File: config.mk
export PLATFORM = sky130hd
export DESIGN_NAME = regfile_wb_arbiter
export DESIGN_NICKNAME = d
export VERILOG_FILES = /design/src/rtl/regfile_wb_arbiter.sv
export SDC_FILE = /design/constraint.sdc
export NUM_CORES = 1
export LEC_CHECK = 0
export ABC_AREA = 1
export CORE_UTILIZATION = 50
export DETAILED_ROUTE_END_ITERATION = 10
export DONT_BUFFER_PORTS = 1
export GPL_TIMING_DRIVEN = 0
export PLACE_DENSITY = 0.67
export SETUP_SLACK_MARGIN = 0.15
export SYNTH_ARGS = -nofsm -noshare
export SYNTH_HDL_FRONTEND = slang
export SYNTH_SLANG_ARGS = --single-unit
File: constraint.sdc
create_clock -name clk -period 3.5 [get_ports clk]
set_input_delay 0.35 -clock clk [delete_from_list [all_inputs] [get_ports clk]]
set_output_delay 0.35 -clock clk [all_outputs]
set_load 0.01 [all_outputs]
File: src/rtl/regfile_wb_arbiter.sv
`default_nettype none
// ============================================================================
//  Module   : regfile_wb_arbiter
//  Purpose  : Shares the single write port of the register bank between the
//             ALU writeback (req0) and the load writeback (req1). Arbitration
//             is round-robin, and the winning write is registered onto the
//             bank write port. The module also keeps a busy scoreboard of
//             reserved destination registers and a saturating stall counter.
//  Ports    : clk, reset            - clock / async active-high reset
//             req0*/req1*           - valid/ready writeback requesters
//             reserveValid/Addr     - destination reservation from issue
//             regWrite/writeAddr/   - registered bank write port
//             writeData
//             busy                  - pending-write bitmap, bit 0 always 0
//             conflict              - sticky double-reservation flag
//             stallCount            - saturating lost-arbitration counter
//  Revision : 1.0 - initial release
// ============================================================================
module regfile_wb_arbiter #(
   parameter int DATA_WIDTH      = 32,
   parameter int ADDR_WIDTH      = 5,
   parameter int STALL_CNT_WIDTH = 16
) (
   input  logic                       clk,
   input  logic                       reset,
   input  logic                       req0Valid,
   output logic                       req0Ready,
   input  logic [ADDR_WIDTH-1:0]      req0Addr,
   input  logic [DATA_WIDTH-1:0]      req0Data,
   input  logic                       req1Valid,
   output logic                       req1Ready,
   input  logic [ADDR_WIDTH-1:0]      req1Addr,
   input  logic [DATA_WIDTH-1:0]      req1Data,
   input  logic                       reserveValid,
   input  logic [ADDR_WIDTH-1:0]      reserveAddr,
   output logic                       regWrite,
   output logic [ADDR_WIDTH-1:0]      writeAddr,
   output logic [DATA_WIDTH-1:0]      writeData,
   output logic [(2**ADDR_WIDTH)-1:0] busy,
   output logic                       conflict,
   output logic [STALL_CNT_WIDTH-1:0] stallCount
);

   localparam int c_NUM_REGS = 2**ADDR_WIDTH;
   localparam logic [STALL_CNT_WIDTH-1:0] c_STALL_MAX = {STALL_CNT_WIDTH{1'b1}};

   // prio = 0 prefers req0 on contention, prio = 1 prefers req1
   logic                   r_prio;
   logic                   w_grant0;
   logic                   w_grant1;
   logic                   w_accept;
   logic [ADDR_WIDTH-1:0]  w_win_addr;
   logic [DATA_WIDTH-1:0]  w_win_data;
   logic                   w_clear_hit;
   logic                   w_conflict_hit;
   logic [c_NUM_REGS-1:0]  w_busy_next;

   // ---------------------------------------------------------------------
   // Arbitration: a lone requester always wins; on contention prio decides.
   // ---------------------------------------------------------------------
   assign w_grant0   = req0Valid && (!req1Valid || !r_prio);
   assign w_grant1   = req1Valid && (!req0Valid ||  r_prio);
   assign w_accept   = w_grant0 || w_grant1;
   assign w_win_addr = w_grant0 ? req0Addr : req1Addr;
   assign w_win_data = w_grant0 ? req0Data : req1Data;

   assign req0Ready  = w_grant0;
   assign req1Ready  = w_grant1;

   // The write currently on the bank port completes at this edge, so a
   // reservation of that same address is a fresh one, not a conflict.
   assign w_clear_hit    = regWrite && (writeAddr == reserveAddr);
   assign w_conflict_hit = reserveValid && busy[reserveAddr] && !w_clear_hit;

   // Clear first, then set, so a reservation on the completing address wins.
   always_comb begin
      w_busy_next = busy;
      if (regWrite) begin
         w_busy_next[writeAddr] = 1'b0;
      end
      if (reserveValid) begin
         w_busy_next[reserveAddr] = 1'b1;
      end
      w_busy_next[0] = 1'b0;
   end

   // ---------------------------------------------------------------------
   // Write output stage, priority pointer, scoreboard and counters.
   // ---------------------------------------------------------------------
   always_ff @(posedge clk or posedge reset) begin
      if (reset) begin
         r_prio     <= 1'b0;
         regWrite   <= 1'b0;
         writeAddr  <= '0;
         writeData  <= '0;
         busy       <= '0;
         conflict   <= 1'b0;
         stallCount <= '0;
      end else begin
         if (w_accept) begin
            // Next contention favours whoever was not granted now.
            r_prio    <= w_grant0;
            writeAddr <= w_win_addr;
            writeData <= w_win_data;
            // Register 0 is hardwired: accept the request, drop the write.
            regWrite  <= (w_win_addr != '0);
         end else begin
            regWrite  <= 1'b0;
         end

         busy <= w_busy_next;

         if (w_conflict_hit) begin
            conflict <= 1'b1;
         end

         if (req0Valid && req1Valid && (stallCount != c_STALL_MAX)) begin
            stallCount <= stallCount + 1'b1;
         end
      end
   end

endmodule
`default_nettype wire

==> results by group, run 1 <==
Die
  • DIE AREA: 0.00927 mm²
  • Die H: 96.3 µm
  • Core Region: 0.00868 mm²
  • Initial core utilization: 51.2%
  • Site Rows: 34
  • IO Pins: 173
  • Die Wd: 96.3 µm

STA
  • Final hold vios: 0
  • Setup TNS: 0 ns
  • Final slew viol count: 0
  • Slew HR: 66.4%
  • Final critical-path required period: 1.76 ns
  • Clock Skews: 0.0133 ns
  • Fmax: 0.567 GHz
  • Worst Max-Slew Pin Slew: 0.503 ns
  • Post-route clock period utilization: 50.4%
  • RSZ-0062 raised after global routing: false
  • # setup viols final: 0

Detailed routing
  • Final wirelength: 11600 µm
  • Residual DRC: 0
  • Antenna-violating nets left: 0
  • Via count: 3888
  • Vias per cell: 5.61
  • Detailed Route Iter0 Violations: 154
  • DRT Pass-1 Iters: 5
  • Routed WL per cell: 16.7 µm

Global routing
  • Vias in the first global route: 3573
  • First-pass GRT wire length: 17800 µm
  • Total Routing Usage GR: 25.6%
  • Initial antenna violation count: 0
  • Total gr overflow: 0
  • Largest net degree at the start of global routing: 61

Logic synthesis
  • Synth area leader: dfrtp_1
  • Synth area leaders: dfrtp_1, o21ai_0, nand2_1
  • Mapped cell area: 0.00444 mm²
  • Top-area cell type share of the netlist area: 49.0%
  • Syn. warnings: 0
  • Post-synthesis instance total: 568
  • Mean Syn Cell Area: 7.82 µm²
  • Number of flops mapped to enable cells by yosys: 0
  • Net Count, Synth: 653
  • Synth top cells by count: nand2_1, o21ai_0, dfrtp_1, nor2_1, inv_1
  • FFs w/ async S/R, synth: 100%
  • Most numerous cell in the Yosys netlist: nand2_1
  • Yosys cell types: 32
  • Synth Flop Type: dfrtp_1
  • Flops & latches, synth: 87
  • Sequential share of the synthesized area: 49.0%

CTS
  • H-Tree Depth: 3
  • Worst-Skew Late Latency: 0.36 ns
  • Post-cts sizing count: 0
  • Reg clk slew, reported paths: 0.09 ns
  • CTS buffer count: 9
  • Clock Tree Root: clkbuf_8
  • Postcts setup bufs: 0
  • CTS Buffer Depth: 2
  • Cts hold-fix bufs: 1
  • CTS tree: done
  • Clk sinks: 87

Pwr
  • Peak supply drop: 238 µV
  • Power Density: 628 mW/mm²
  • Pwr Total: 3.03 mW
  • Pleak: 2.17 nW

Flow run
  • Max-cap violations: 0

Critical path
  • Worst Path Arrival: 1.41 ns
  • CP Class: reg -> out
  • Crit. End Element: primary output
  • CP max-delay cell: clkbuf_1
  • CP Cell Sequence: nand2_1 > nand2_1 > inv_1 > clkbuf_1
  • Largest stage delay, worst path: 0.40 ns
  • Cell family with most CP delay: buffers and inverters
  • Crit path launch type: register
  • Crit Path Max Fanout: 10
  • Buf+Inv Stages, Crit Path: 2
  • Req. time, crit path: 3.15 ns
  • Cell mode on critical path: nand2_1

Place
  • GP Congestion: 0.952
  • I/O Buffers: 0
  • Dpl hpwl: 8660 µm

Status
  • Run status: finished clean

Cells and area
  • Share of layout cells above drive strength 1: 8.89%
  • Nets: 666
  • Antenna fix cells: 0
  • Layout Utilization: 55.6%
  • Multi-input gate area: 0.00198 mm²
  • Syn-to-layout area delta: 8.64%
  • Register area: 0.00218 mm²
  • Fillcell total: 824

Hold path
  • HP Class: in -> reg
[area by class of cell]
type | instances | share of cell area (%)
repair buffers | 2 | 0.777
plain buffers | 23 | 2.93
clock buffers | 10 | 2.64
flip-flops and latches | 87 | 45.1
multi-input cells | 420 | 41.0
inverters | 38 | 3.06
well taps | 108 | 2.80
clock inverters | 5 | 1.68
[through the flow]
stage / hold WS, ns / instance area [µm²] / instances / worst slack [ns]
3_3_place_gp: 0.463 / 4580 / 676 / 0.0261
4_1_cts: 0.155 / 4830 / 693 / 1.72
5_1_grt: 0.144 / 4830 / 693 / 1.60
3_5_place_dp: 0.231 / 4610 / 677 / 1.80
2_1_floorplan: 0.450 / 4440 / 568 / 0.900
6_report: 0.157 / 4830 / 693 / 1.74
[power by group]
part / internal, mW / switching (mW) / total [mW]
clock network: 0.400 / 0.374 / 0.774
registers: 1.28 / 0.421 / 1.70
logic: 0.216 / 0.343 / 0.559
total: 1.89 / 1.14 / 3.03
[cells in the final DEF, fill, tap and decap left out, types with 5 or more instances in the layout]
master	count
nor2_1	48
xnor2_1	5
dfrtp_1	87
nand3_1	26
nor3_1	12
o21ai_1	9
xor2_1	10
buf_2	7
o21ai_0	128
inv_1	34
nor2_2	6
nand2_1	152
clkbuf_8	9
clkbuf_1	9
[sequential cells by signal, summed over array words and instances (netlist names)]
name and cells:
writeData 32, busy 31, stallCount 16, regWrite 1
r_prio 1, writeAddr 5, conflict 1
[kinds of logic (layout without fill, tap and decap cells)]
| logic type | after synthesis | in the layout | share of synthesized area, % |
|---|---|---|---|
| flip-flops | 87 | 87 | 49.0 |
| AO/OA/AOI/OAI | 146 | 146 | 16.9 |
| XOR/XNOR | 15 | 15 | 2.96 |
| AND/OR/NAND/NOR | 257 | 257 | 24.3 |
| adder cells (fa/ha/maj) | 1 | 1 | 0.281 |
| buffers and inverters | 61 | 78 | 6.45 |
| other | 1 | 1 | 0.0844 |
[routing by layer]
metal	GRT usage, %	routed length [µm]
met1	32.4	4790
met2	40.8	5570
met3	7.58	1030
met4	10.4	212
met5	0	0
[final timing paths]
path	from	endpoint	slack [ns]	cells past startpoint
worst max-delay path	r_prio$_DFFE_PP0P_	req0Ready	1.74	4
worst min-delay path	req1Data[25]	writeData[25]$_DFFE_PP0P_	0.16	2
worst max register to register	stallCount[0]$_DFFE_PP0P_	stallCount[4]$_DFFE_PP0P_	1.80	8
worst min register to register	r_prio$_DFFE_PP0P_	r_prio$_DFFE_PP0P_	0.50	2
max in group asynchronous	reset	writeAddr[0]$_DFFE_PP0P_	2.45	3
min in group asynchronous	reset	stallCount[1]$_DFFE_PP0P_	0.44	2
Note: power is estimated with default switching activity, not from simulation.
==> run 2: changes to the inputs <==
Settings changed: PLACE_DENSITY 0.67 to 0.7.
Clock period 3.5 ns to 1.5 ns, I/O delays scaled along.
==> results by group, run 2 (synthesis results as in run 1) <==
Cells and area
  • Non-filler cells in the finished layout: 747
  • Largest registers: writeData (32), busy (31), stallCount (16)
  • Most frequent cells in the layout: nand2_1, o21ai_0, dfrtp_1
  • Share of layout cells above drive strength 1: 19.6%
  • Nets: 719
  • Syn-to-layout area delta: 28.3%
  • Commonest non-fill, non-tap cell in the layout: nand2_1
  • Max FFs per register: 32
  • Fin area: 0.00570 mm²
  • Biggest register: writeData
  • Antenna fix cells: 0

Pwr
  • Peak supply drop: 502 µV
  • Power Density: 1270 mW/mm²
  • Pwr Total: 7.24 mW
  • Pleak: 2.49 nW

Detailed routing
  • DRT Pass-1 Iters: 5
  • Routed WL per cell: 18.8 µm
  • Antenna-violating nets left: 0
  • Via count: 4370
  • Detailed Route Iter0 Violations: 187
  • Vias per cell: 5.85
  • Residual DRC: 0
  • Final wirelength: 14100 µm

Critical path
  • Crit Path Max Fanout: 5
  • Crit. End Element: register
  • Worst Path Arrival: 1.76 ns
  • Crit path launch type: register
  • Req. time, crit path: 1.74 ns
  • CP Class: reg -> reg

Place
  • Placement Setup Slack: -0.0565 ns
  • Placed insts: 678
  • Placed inst area: 0.00465 mm²
  • Dpl hpwl: 8910 µm
  • I/O Buffers: 0
  • GP Congestion: 0.885

CTS
  • Worst-Skew Late Latency: 0.36 ns
  • Clk sinks: 87
  • CTS buffer count: 9
  • Reg clk slew, reported paths: 0.09 ns
  • CTS tree: done
  • CTS Buffer Depth: 2
  • H-Tree Depth: 3
  • Clock Tree Root: clkbuf_8

Global routing
  • First-pass GRT wire length: 20500 µm
  • Vias in the first global route: 4128
  • Largest net degree at the start of global routing: 43
  • Total Routing Usage GR: 29.3%
  • Total gr overflow: 0
  • Initial antenna violation count: 0

Hold path
  • HP Class: in -> reg

Die
  • Die Wd: 96.3 µm
  • Initial core utilization: 51.2%
  • Die H: 96.3 µm
  • Core Region: 0.00868 mm²
  • IO Pins: 173
  • Site Rows: 34
  • DIE AREA: 0.00927 mm²

STA
  • Final hold vios: 4
  • Clock Skews: 0.0114 ns
  • Final WS setup: -0.0164 ns
  • Final slew viol count: 0
  • Fmax: 0.659 GHz
  • # setup viols final: 5
  • Final critical-path required period: 1.52 ns
  • RSZ-0062 raised after global routing: true
  • Hold_ws: -0.0126 ns
  • Post-route clock period utilization: 101%

Flow run
  • Max-cap violations: 0

Status
  • Failing checks: negative hold slack, negative setup slack
  • Run status: complete, but fails checks
run 2: changes by cell type in the layout (fill, tap and decap cells not counted), moves of 7 or more:
cell           delta
clkbuf_1          -7
dfrtp_2          +13
inv_1             -7
o21ai_1          +21
nor2_1            -7
dfrtp_1          -13
dlygate4sd3_1    +39
o21ai_0          -29
run 2: what timing repair did:
item                                   4_1_cts  5_1_grt
pin swaps                                    9       14
buffers inserted                             5        4
gates resized for setup                     45       96
endpoints found under the hold margin       78        2
setup endpoints to repair                   83       84
hold buffers                                39        1
gates cloned                                 2        2
run 2: final timing paths:
| kind | startpoint | slack (ns) | endpoint | depth (start not counted) |
|---|---|---|---|---|
| max in group asynchronous | reset | 0.55 | regWrite$_DFF_PP0_ | 4 |
| min in group asynchronous | reset | 0.19 | writeData[12]$_DFFE_PP0P_ | 2 |
| hold reg to reg | stallCount[4]$_DFFE_PP0P_ | 0.53 | stallCount[4]$_DFFE_PP0P_ | 1 |
| hold / removal | req0Data[23] | -0.01 | writeData[23]$_DFFE_PP0P_ | 2 |
| setup / recovery | stallCount[8]$_DFFE_PP0P_ | -0.02 | stallCount[3]$_DFFE_PP0P_ | 7 |
| setup reg to reg | stallCount[8]$_DFFE_PP0P_ | -0.02 | stallCount[3]$_DFFE_PP0P_ | 7 |
run 2: where the power goes:
part	switching, mW	leakage (nW)	total, mW	internal, mW
sequential	1.03	1.02	4.02	3.00
clock	0.872	0.0788	1.52	0.652
combinational	0.948	1.39	1.69	0.744
run 2: per-layer routing:
metal / track usage [%] / vias up / part of all wire (%) / wire length, µm
met5: 0 / - / 0 / 0
met4: 12.3 / 0 / 2.4 / 332
met3: 7.50 / 33 / 9.5 / 1340
met2: 48.0 / 260 / 49 / 6940
met1: 36.7 / 2081 / 39 / 5470
li1: - / 1996 / - / -
run 2: through the flow:
| step | utilization [%] | TNS [ns] | hold WS [ns] |
|---|---|---|---|
| after floorplan | - | 0 | 0.314 |
| after global placement | 53.1 | -9.32 | 0.324 |
| after detailed placement | 53.6 | -0.506 | -0.0373 |
| after CTS | 62.6 | -0.0753 | 0.000243 |
| after global routing | 65.7 | -0.815 | 0.00826 |
| final | 65.7 | -0.0257 | -0.0126 |
run 2: cell type report:
| class | count | area, µm² |
|---|---|---|
| sequential | 87 | 2190 |
| tap | 108 | 135 |
| inverter | 38 | 161 |
| fill | 682 | 2980 |
| timing repair buffer | 55 | 611 |
| multi-input combinational | 420 | 2190 |
| clock inverter | 4 | 31.3 |
| clock buffer | 12 | 145 |
| buffer | 23 | 231 |
run 2: critical path, stage by stage, from the launching register on:
cell,delay (ns)
dfrtp_1,0.48
nand2_1,0.16
nor2_1,0.19
nand3_2,0.13
nand2_4,0.13
buf_12,0.14
nor2_4,0.03
xor2_1,0.14
